--- src/rtl/uart_rx.sv ---
// uart_rx: 8N1 UART receiver.
//   Double-flop synchronizes rxd_i, qualifies the start bit at half-bit time
//   (rejecting short glitches), samples each data bit at mid-bit, assembles
//   the byte LSB-first and reports it with a one-cycle strobe. A low stop bit
//   raises a one-cycle framing-error strobe and the receiver then waits for
//   the line to return high before re-arming, so a break is not decoded as
//   a stream of zero bytes.
//
// Ports:
//   clk_i         system clock, rising edge
//   reset_i       synchronous active-high reset
//   rxd_i         asynchronous serial input, idle high
//   data_out_o    last correctly framed byte (held until the next good one)
//   data_valid_o  one-cycle pulse, data_out_o is new in this cycle
//   frame_err_o   one-cycle pulse, stop bit sampled low
//   busy_o        high whenever the receiver is not idle
//
// state      | meaning
// -----------+---------------------------------------------------------
// S_IDLE     | line idle, waiting for a synchronized low level
// S_START    | start bit seen, confirm it is still low at half-bit
// S_DATA     | sampling the 8 data bits at mid-bit, LSB first
// S_STOP     | sampling the stop bit; good frame or framing error
// S_BRK_WAIT | stop bit was low, wait for the line to go high again

module uart_rx #(
  parameter int CLKS_PER_BIT = 10416
) (
  input  logic       clk_i,
  input  logic       reset_i,
  input  logic       rxd_i,
  output logic [7:0] data_out_o,
  output logic       data_valid_o,
  output logic       frame_err_o,
  output logic       busy_o
);

  localparam int HALF_BIT = CLKS_PER_BIT / 2;
  localparam int CW       = $clog2(CLKS_PER_BIT);
  localparam logic [CW-1:0] CNT_LAST = CW'(CLKS_PER_BIT - 1);
  localparam logic [CW-1:0] CNT_HALF = CW'(HALF_BIT - 1);

  typedef enum logic [2:0] {
    S_IDLE,
    S_START,
    S_DATA,
    S_STOP,
    S_BRK_WAIT
  } state_t;

  state_t        state_q, state_d;
  logic [1:0]    sync_q;
  logic [CW-1:0] cnt_q, cnt_d;
  logic [2:0]    bit_idx_q, bit_idx_d;
  logic [7:0]    shift_q, shift_d;
  logic [7:0]    data_q, data_d;
  logic          valid_q, valid_d;
  logic          ferr_q, ferr_d;
  logic          rxd_s;

  assign rxd_s = sync_q[1];

  // Sync flops reset to the idle (high) level so reset never looks like a start bit.
  always_ff @(posedge clk_i) begin
    if (reset_i) begin
      sync_q <= 2'b11;
    end else begin
      sync_q <= {sync_q[0], rxd_i};
    end
  end

  always_ff @(posedge clk_i) begin
    if (reset_i) begin
      state_q   <= S_IDLE;
      cnt_q     <= '0;
      bit_idx_q <= '0;
      shift_q   <= '0;
      data_q    <= '0;
      valid_q   <= 1'b0;
      ferr_q    <= 1'b0;
    end else begin
      state_q   <= state_d;
      cnt_q     <= cnt_d;
      bit_idx_q <= bit_idx_d;
      shift_q   <= shift_d;
      data_q    <= data_d;
      valid_q   <= valid_d;
      ferr_q    <= ferr_d;
    end
  end

  always_comb begin
    state_d   = state_q;
    cnt_d     = cnt_q + CW'(1);
    bit_idx_d = bit_idx_q;
    shift_d   = shift_q;
    data_d    = data_q;
    valid_d   = 1'b0;
    ferr_d    = 1'b0;

    unique case (state_q)
      S_IDLE: begin
        cnt_d = '0;
        if (!rxd_s) begin
          state_d = S_START;
        end
      end

      S_START: begin
        if (cnt_q == CNT_HALF) begin
          cnt_d = '0;
          if (!rxd_s) begin
            state_d   = S_DATA;
            bit_idx_d = '0;
          end else begin
            state_d = S_IDLE;
          end
        end
      end

      S_DATA: begin
        if (cnt_q == CNT_LAST) begin
          cnt_d     = '0;
          shift_d   = {rxd_s, shift_q[7:1]};
          bit_idx_d = bit_idx_q + 3'd1;
          if (bit_idx_q == 3'd7) begin
            state_d = S_STOP;
          end
        end
      end

      // Leaving at mid-stop-bit re-arms in time for a start bit that
      // follows the stop bit with no idle gap.
      S_STOP: begin
        if (cnt_q == CNT_LAST) begin
          cnt_d = '0;
          if (rxd_s) begin
            data_d  = shift_q;
            valid_d = 1'b1;
            state_d = S_IDLE;
          end else begin
            ferr_d  = 1'b1;
            state_d = S_BRK_WAIT;
          end
        end
      end

      S_BRK_WAIT: begin
        cnt_d = '0;
        if (rxd_s) begin
          state_d = S_IDLE;
        end
      end

      default: begin
        state_d = S_IDLE;
        cnt_d   = '0;
      end
    endcase
  end

  assign data_out_o   = data_q;
  assign data_valid_o = valid_q;
  assign frame_err_o  = ferr_q;
  assign busy_o       = (state_q != S_IDLE);

endmodule

--- config.mk ---
export PLATFORM = sky130hd
export DESIGN_NAME = uart_rx
export DESIGN_NICKNAME = d
export VERILOG_FILES = /design/src/rtl/uart_rx.sv
export SDC_FILE = /design/constraint.sdc
export NUM_CORES = 1
export LEC_CHECK = 0
export BUFFER_PORTS_ARGS = -buffer_cell sky130_fd_sc_hd__buf_2
export CORE_MARGIN = 2
export CORE_UTILIZATION = 45
export CTS_CLUSTER_DIAMETER = 120
export DETAILED_ROUTE_END_ITERATION = 7
export SLEW_MARGIN = 0
export SYNTH_ARGS = -nofsm -noshare
export SYNTH_HDL_FRONTEND = slang
export SYNTH_SLANG_ARGS = --single-unit
--- constraint.sdc ---
create_clock -name clk_i -period 2.4 [get_ports clk_i]
set_input_delay 0.48 -clock clk_i [delete_from_list [all_inputs] [get_ports clk_i]]
set_output_delay 0.48 -clock clk_i [all_outputs]
set_load 0.03 [all_outputs]
=== Yosys cells after proc, flatten, opt, wreduce, memory -nomap -nowiden ===
Cells that the tools add are included.

* Flip-flop bits (word level): 40
* Logic and storage cells: 53
* Output and inout bits: 11
* Input port bits: 3

* Mux-type cells: 18
* Add/sub/neg operators: 2
* Bitwise logic cells: 2
* Reductions and logical operators: 9
* Equality and inequality tests: 14

{| class="wikitable"
|+ Operators by type and width
! cell !! count
|-
| $mux 3 || 10
|-
| $mux 14 || 2
|-
| $pmux 14 s2 || 1
|-
| $pmux 3 s5 || 1
|-
| $add 14x1->14 const B || 1
|-
| $eq 14x13->1 const B || 1
|-
| $eq 14x14->1 const B || 1
|-
| $ne 2x2->1 const B || 7
|-
| $eq 3x2->1 const B || 2
|-
| $eq 3x3->1 const B || 2
|-
| $pmux 3 s2 || 1
|-
| $reduce_and 6->1 || 1
|-
| $reduce_and 4->1 || 1
|-
| $add 3x1->3 const B || 1
|-
| $eq 3x1->1 const B || 1
|-
| $logic_not 3->1 || 1
|-
| $reduce_and 3->1 || 1
|-
| $reduce_bool 3->1 || 1
|-
| $reduce_or 3->1 || 1
|-
| $mux 1 || 2
|-
| $mux 2 || 1
|-
| $not 1->1 || 2
|-
| $reduce_and 2->1 || 1
|-
| $reduce_bool 2->1 || 1
|-
| $reduce_or 2->1 || 1
|}

=== Logic depth before layout (Yosys ltp) ===
Gate-level depths: netlist of run 1.

* Depth in word-level cells: 4
* Mapped depth: 7
* Mapped depth without buffers: 6

=== Least setup slack after synthesis of run 1 ===
Ideal clock, no wire load.

* Kind: reg2reg
* Start point: register cnt_q[0]
* End point: register cnt_q[11]
* Cell stages (with the launch flop): 8
* Data required time: 2285 ps
* Period minus slack after synthesis: 1784 ps
* Setup time: 115 ps
* Buffers on the path: 1
* Arrival: 1670 ps
* Slack: 616 ps
* Cell sequence: dfxtp_1 > ha_1 > nand3_2 > nor4b_4 > nor2b_2 > a22oi_4 > buf_4 > nor2_1

* Longest elaborated chain between the ends: 3
* Elaborated cells between the ends (all ways): 6
* Those cells by class: add/sub: 1; eq/ne: 2; mux: 3

{| class="wikitable"
|+ Ends and longest elaborated chain
! item !! RTL line !! source
|-
| start, declared || 53 || <nowiki>logic [CW-1:0] cnt_q, cnt_d;</nowiki>
|-
| start signal, assigned || 83 || <nowiki>cnt_q <= cnt_d;</nowiki>
|-
| $add 14x1->14, or another cell as far along || 94 || <nowiki>cnt_d = cnt_q + CW'(1);</nowiki>
|-
| $mux 14 (on tied branches) || 122, 135, 110 ||
|-
| $pmux 14 s2 (*) || 101 || <nowiki>unique case (state_q)</nowiki>
|}

Mark *: on every way between the ends. The rest lies on a longest branch, timed or not.
A chain may end at the register's enable or synchronous reset.

=== Worst setup path in the final report of run 1 ===
* Start point: register cnt_q[0]
* End point: register bit_idx_q[0]

* Longest elaborated chain between the ends: 3
* Elaborated cells between the ends (all ways): 5
* Those cells by class: eq/ne: 4; reduce/logical: 1

{| class="wikitable"
|+ Ends and longest elaborated chain
! item !! RTL line !! source
|-
| $eq 14x14->1 / $eq 14x13->1 (equally long branches) || 122, 110 ||
|-
| $ne 2x2->1 (no line) || n/a ||
|-
| $reduce_and 4->1 (no line) (*) || n/a ||
|-
| end signal, assigned || 84 || <nowiki>bit_idx_q <= bit_idx_d;</nowiki>
|-
| end, declared || 54 || <nowiki>logic [2:0] bit_idx_q, bit_idx_d;</nowiki>
|}

Marks and branches as above.

==> summary.txt, run 1 <==
Setup path
  • Worst R2R Start: cnt_q[0]
  • Type of origin of the critical path: flop
  • Critical path, cell by cell: ha_1 -> nand3_2 -> nor4_1 -> and2_1 -> nand3b_1 -> a21oi_1
  • Worst endpoint data arrival time: roughly 2200 ps
  • CP startpoint: cnt_q[0]
  • Register-to-register path setup slack: between 300 and 400 ps
  • Crit Path Class: reg2reg
  • Required time of the worst setup path: around 2600 ps
  • Critical path endpoint category: flop
  • Standard cell with the maximum stage delay on the critical path: nor4_1
  • Top fanout value on the critical path: 11
  • Biggest cell delay along the critical path: slightly below 500 ps

Synthesis
  • Number of different library cells in the post-synthesis netlist: 37
  • Synth Area in Compound Gates: 0.0734
  • Proportion of register bits with asynchronous set or reset after synthesis: 0
  • Yosys warnings: 0
  • Syn nets: around 200
  • Synthesis-stage register bit count: 40
  • Count of flip-flops with a built-in enable after synthesis: 0
  • Syn Std Cell Area: around 1700 um^2
  • Number of cells produced by synthesis: a little under 200
  • Share of the synthesized area in the top cell type: 0.461
  • Cell with the most instances after synthesis: dfxtp_1
  • Post-synthesis sequential area ratio: 0.461
  • Cell types occupying the most area after synthesis: dfxtp_1, nor2_1, nand2_1
  • Main synth FF type: dfxtp_1
  • Share of cell area taken by muxes after synthesis: 0.0518
  • Share of synthesized cell area in and, or, nand and nor gates: 0.301
  • Most numerous cell types in the synthesized netlist: dfxtp_1, nor2_1, nand2_1
  • Dominant cell type by area after synthesis: dfxtp_1
  • Post-synthesis share of cell area spent on xor and xnor gates: 0.0605
  • Mean area per synthesized cell: 8.91 um^2
  • Post-synthesis share of cell area spent on full adders, half adders and majority gates: 0.0216
  • Largest family of logic cells by synthesized area: simple AND/OR/NAND/NOR gates

Global route
  • First-pass GRT wire length: between 5000 and 6000 um
  • Largest net degree at the start of global routing: 27
  • Number of antenna violations at the first check in global routing: 0
  • GRT overflow: 0
  • All-Layer GR Usage: 0.168
  • Via count of the first global-routing pass: 1271

Place
  • Placed wire-length estimate: roughly 2200 um
  • RePlAce Congestion: 0.764
  • Buffers on Ports: 13
  • Post-place setup slack: ~370 ps

Clocking
  • Cts bufs inserted: 5
  • Maximum clock insertion buffer count: 2
  • Buffer cell driving the clock tree root: clkbuf_8
  • Clock tree from TritonCTS: done
  • CTS sink count: 40
  • Setup fix buffers added after clock tree synthesis: 0
  • Clk Latency, worst-skew pair: approximately 290 ps
  • Hold buffer count at cts: 0
  • Number of gates resized after cts: 0
  • Clock-pin slew of the registers on the worst-case setup and hold paths: 70 ps
  • H-Tree Level Count: 2

Final layout
  • Fin nets: ~210
  • Total area of multi-input combinational cells: 883 um^2
  • Fraction of layout cells with a size suffix above 1: 0.150
  • Area taken by flip-flops and latches: 801 um^2
  • Synth-to-layout area growth: 13.0%
  • Fill cells: about 350
  • Antenna diodes: 0

Outcome
  • Result of the run: complete, no violations

STA
  • Final Slew Violations: 0
  • Tcrit/Tclk final: 0.841
  • Unrepaired setup endpoints after global routing: false
  • Final Critical Period: 2020 ps
  • Relative slew margins: 0.687
  • Max Clk Rate: ~500 MHz
  • Fin. Hold Viols: 0
  • Worst Tran Pin Value: between 400 and 500 ps
  • Setup-violating endpoint count in the final report: 0
  • Sum Neg Setup Slack: 0 ps
  • Worst clock skew: 5.58 ps
  • Setup ws final: 381 ps

Pwr
  • Internal power consumption: roughly 1.1 mW
  • Power density over the cells: around 670 nW/um^2
  • Switching part of the total: 0.178
  • Switching pwr: 235 uW
  • Power share of the clock group: 0.472
  • Sequential share of power: 0.509
  • Worst ir drop on vdd: ~0.00034 V
  • Gate power share: 0.019
  • Static leakage: between 0.7 and 0.8 nW

Floorplanning
  • Vertical die dimension: 66.1 um
  • Horizontal extent of the die: about 66 um
  • Area of the placeable core: about 3700 um^2
  • Initial core utilization: 0.471
  • I/O pins: 14
  • Total Die Area: between 4000 and 5000 um^2
  • Row Count: 22

Hold path
  • Hold path startpoint: rxd_i
  • Worst Hold Class: in2reg

Routing
  • Via Count: 1316
  • Count of nets left with antenna violations after detail routing: 0
  • Average wire per cell in the routed design: 12.4 um
  • DRC violations left: 0
  • First drt pass iteration count: 4
  • Drt first-iter violations: between 100 and 150
  • Routed Wire Length: 3160 um
  • Post-DR vias/cell: slightly above 5

Job
  • Maximum Capacitance Violations: 0
## kinds of logic (layout without fill, tap and decap cells)
kind of cell               count (synthesis)  in the layout
DFF                                       40             40
AOI/OAI and AO/OA                         20             20
muxes                                      9              9
buffers and inverters                     13             25
and+or+nand+nor                           98             98
adders and majority gates                  3              3
xor gates and xnor gates                  12             12
## final timing paths
kind             endpoint  depth (start not counted)
max          bit_idx_q[0]                          6
min             sync_q[0]                          2
max reg2reg  bit_idx_q[0]                          6
min reg2reg     sync_q[1]                          1
## flip-flops by register name (all words and copies together), names as in the netlist
register	cells
state_q	3
shift_q	8
frame_err_o	1
data_out_o	8
bit_idx_q	3
cnt_q	14
sync_q	2
data_valid_o	1
## metal layers
metal	part of all wire	global-route usage	wire [um]	vias to the layer above
met5	0	0	0	-
met4	0.015	0.0612	47	0
met3	0.033	0.0511	104	5
met2	0.46	0.270	1440	16
met1	0.50	0.213	1570	614
li1	-	-	-	681
## area by class of cell
type / instances / area share
clock buffer: 5 / 0.0350
inverter: 3 / 0.00573
multi-input combinational: 142 / 0.450
tap: 48 / 0.0306
sequential: 40 / 0.408
clock inverter: 2 / 0.0306
timing repair buffer: 15 / 0.0408
## layout by cell type, fill, tap and decap left out, types with 2 or more instances in the layout
master,n
nor4_1,2
and4_1,2
dfxtp_1,40
inv_1,3
nor2_1,35
xor2_1,6
xnor2_1,6
buf_4,2
nand2_1,25
or2_2,3
mux2i_1,9
nand4bb_1,3
or3b_1,2
nor3_1,3
ha_1,3
a21oi_1,14
clkbuf_8,5
bufinv_16,2
nand3_1,9
buf_2,13
nand4_1,2
or3_1,2
## stage by stage
step	cell area, um^2	std cells	utilization	total power, mW	hold WS, ps
finish	1960	255	0.533	1.32	374
global route	1960	255	0.533	1.37	376
CTS	1960	255	0.533	1.34	369
detailed placement	1840	248	0.498	0.711	419
global placement	1840	248	0.498	0.710	401
floorplan	1740	195	-	0.706	389
## worst max-delay path: cells and delay by family, from the launching register on
kind	cells	cell delay, ps
AO/OA/AOI/OAI	1	60
adder cells (fa/ha/maj)	1	240
flip-flops	1	350
AND/OR/NAND/NOR	4	1240
## power by group through the flow
stage / Sequential (mW) / Combinational (mW) / Clock [mW]
after floorplan: 0.682 / 0.0237 / 0
after global placement: 0.686 / 0.0245 / 0
after detailed placement: 0.686 / 0.0251 / 0
after CTS: 0.670 / 0.0252 / 0.640
after global routing: 0.671 / 0.0287 / 0.666
final: 0.671 / 0.0250 / 0.622
Power figures use the tool's default switching activity.
==> run 2: changes to the inputs <==
clock period = 2.1 ns   (was 2.4 ns; I/O delays follow)
==> summary.txt, run 2 (synthesis gave the netlist of run 1 again) <==
Routing
  • Post-DR vias/cell: between 4 and 5
  • First drt pass iteration count: 4
  • Via Count: about 1300
  • Count of nets left with antenna violations after detail routing: 0
  • Routed Wire Length: slightly above 3000 um
  • Average wire per cell in the routed design: approximately 12 um
  • DRC violations left: 0
  • Drt first-iter violations: between 60 and 70

Floorplanning
  • Total Die Area: 4380 um^2
  • I/O pins: 14
  • Area of the placeable core: 3690 um^2
  • Row Count: 22
  • Vertical die dimension: about 66 um
  • Initial core utilization: 0.471
  • Horizontal extent of the die: between 60 and 70 um

Job
  • Maximum Capacitance Violations: 0

Outcome
  • Result of the run: complete, no violations

Pwr
  • Gate power share: 0.022
  • Static leakage: around 0.74 nW
  • Power density over the cells: 668 nW/um^2
  • Worst ir drop on vdd: 0.000407 V
  • Sequential share of power: 0.586
  • Internal power consumption: between 1 and 1.5 mW
  • Switching part of the total: 0.208
  • Switching pwr: 272 uW
  • Power share of the clock group: 0.393

STA
  • Final Critical Period: roughly 1900 ps
  • Tcrit/Tclk final: 0.884
  • Fin. Hold Viols: 0
  • Relative slew margins: 0.713
  • Sum Neg Setup Slack: 0 ps
  • Worst Tran Pin Value: around 430 ps
  • Final Slew Violations: 0
  • Worst clock skew: 4.45 ps
  • Max Clk Rate: around 540 MHz
  • Unrepaired setup endpoints after global routing: false
  • Setup-violating endpoint count in the final report: 0

Final layout
  • Antenna diodes: 0
  • Synth-to-layout area growth: 12.7%
  • Fill cells: roughly 350
  • Biggest register: cnt_q
  • Largest register FFs: 14
  • Fraction of layout cells with a size suffix above 1: 0.165
  • Highest-count cells in the layout ignoring fill and taps: dfxtp_1, nor2_1, nand2_1
  • Most frequent standard cell in the layout excluding fill and tap cells: dfxtp_1
  • Final cell utilization of the core: 0.531
  • Final Cell Area: ~2000 um^2
  • Fin nets: between 200 and 250

Hold path
  • Worst Hold Class: in2reg
  • Hold path startpoint: rxd_i

Place
  • Buffers on Ports: 13
  • RePlAce Congestion: 0.785
  • Placed wire-length estimate: about 2200 um
  • Dpl cell area: 1860 um^2

Global route
  • All-Layer GR Usage: 0.164
  • GRT overflow: 0
  • Largest net degree at the start of global routing: 27
  • Number of antenna violations at the first check in global routing: 0
  • First-pass GRT wire length: around 5400 um
  • Via count of the first global-routing pass: between 1000 and 1500

Setup path
  • Top fanout value on the critical path: 14
  • CP startpoint: cnt_q[0]
  • Type of origin of the critical path: flop
  • Worst endpoint data arrival time: 2020 ps
  • Required time of the worst setup path: 2270 ps
  • Path depth of the worst reg2reg path: 7
  • Critical path, cell by cell: ha_1 -> nand3_2 -> nor4b_4 -> buf_4 -> nor2b_2 -> a22oi_4 -> nor2_1
  • Biggest cell delay along the critical path: roughly 400 ps
  • Standard cell with the maximum stage delay on the critical path: a22oi_4
  • Crit Path Class: reg2reg
  • Critical path endpoint category: flop
  • CP Capture Point: cnt_q[2]
  • Register-to-register path setup slack: 240 ps
  • Worst r2r dst: cnt_q[2]
  • Worst R2R Start: cnt_q[0]

Clocking
  • Clock-pin slew of the registers on the worst-case setup and hold paths: around 70 ps
  • Maximum clock insertion buffer count: 2
  • Number of gates resized after cts: 0
  • CTS sink count: 40
  • Clock tree from TritonCTS: done
  • Clk Latency, worst-skew pair: approximately 290 ps
  • Buffer cell driving the clock tree root: clkbuf_8
  • H-Tree Level Count: 2
  • Cts bufs inserted: 5
## run 2: cell types whose count changed in the layout (fill, tap and decap cells not counted), sizes merged
cell      change
buf           +4
bufinv        -2
clkbuf        +2
clkinvlp      +1
## run 2: metrics by stage
stage / setup WS (ps) / power [mW] / std cells / hold slack [ps]
4_1_cts: 85.7 / 1.33 / 259 / 306
3_3_place_gp: 196 / 0.812 / 251 / 401
2_1_floorplan: 316 / 0.807 / 195 / 389
5_1_grt: 81.3 / 1.37 / 260 / 318
6_report: 244 / 1.31 / 260 / 316
3_5_place_dp: 105 / 0.813 / 251 / 395
## run 2: metal layers
metal | up-vias | GRT usage | share of wire
met5 | - | 0 | 0
met4 | 0 | 0.0842 | 0.021
met3 | 7 | 0.0409 | 0.039
met2 | 22 | 0.256 | 0.45
met1 | 580 | 0.208 | 0.49
li1 | 689 | - | -
## run 2: layout make-up
class	instances	area, um^2	area share
Tap cell	48	60.1	0.0307
Clock buffer	7	86.3	0.0441
Multi-Input combinational cell	142	883	0.451
Clock inverter	1	7.51	0.00383
Timing Repair Buffer	19	110	0.0562
Sequential cell	40	801	0.409
Inverter	3	11.3	0.00575
## run 2: critical path, delay by kind of cell, from the launching register on
family | cells | cell delay (ps)
buffers and inverters | 1 | 190
adder cells (fa/ha/maj) | 1 | 240
flip-flops | 1 | 350
AND/OR/NAND/NOR | 4 | 560
AO/OA/AOI/OAI | 1 | 400
## run 2: worst min path at each step
stage | depth (start not counted) | to | slack (ps)
after CTS | 2 | sync_q[0] | 310
after global placement | 1 | sync_q[1] | 400
final | 2 | sync_q[0] | 320
after global routing | 2 | sync_q[0] | 320
after detailed placement | 1 | sync_q[1] | 390
after floorplan | 1 | sync_q[1] | 390
## run 2: power by group through the flow
stage	logic [mW]	registers, mW	clock network [mW]
2_1_floorplan	0.0271	0.780	0
3_3_place_gp	0.0279	0.784	0
3_5_place_dp	0.0287	0.784	0
4_1_cts	0.0287	0.766	0.537
5_1_grt	0.0318	0.767	0.567
6_report	0.0285	0.766	0.514
## run 2: repair_timing
action / CTS / global route
buffers inserted: 0 / 1
setup endpoints to repair: 0 / 31
hold buffers: 0 / 0
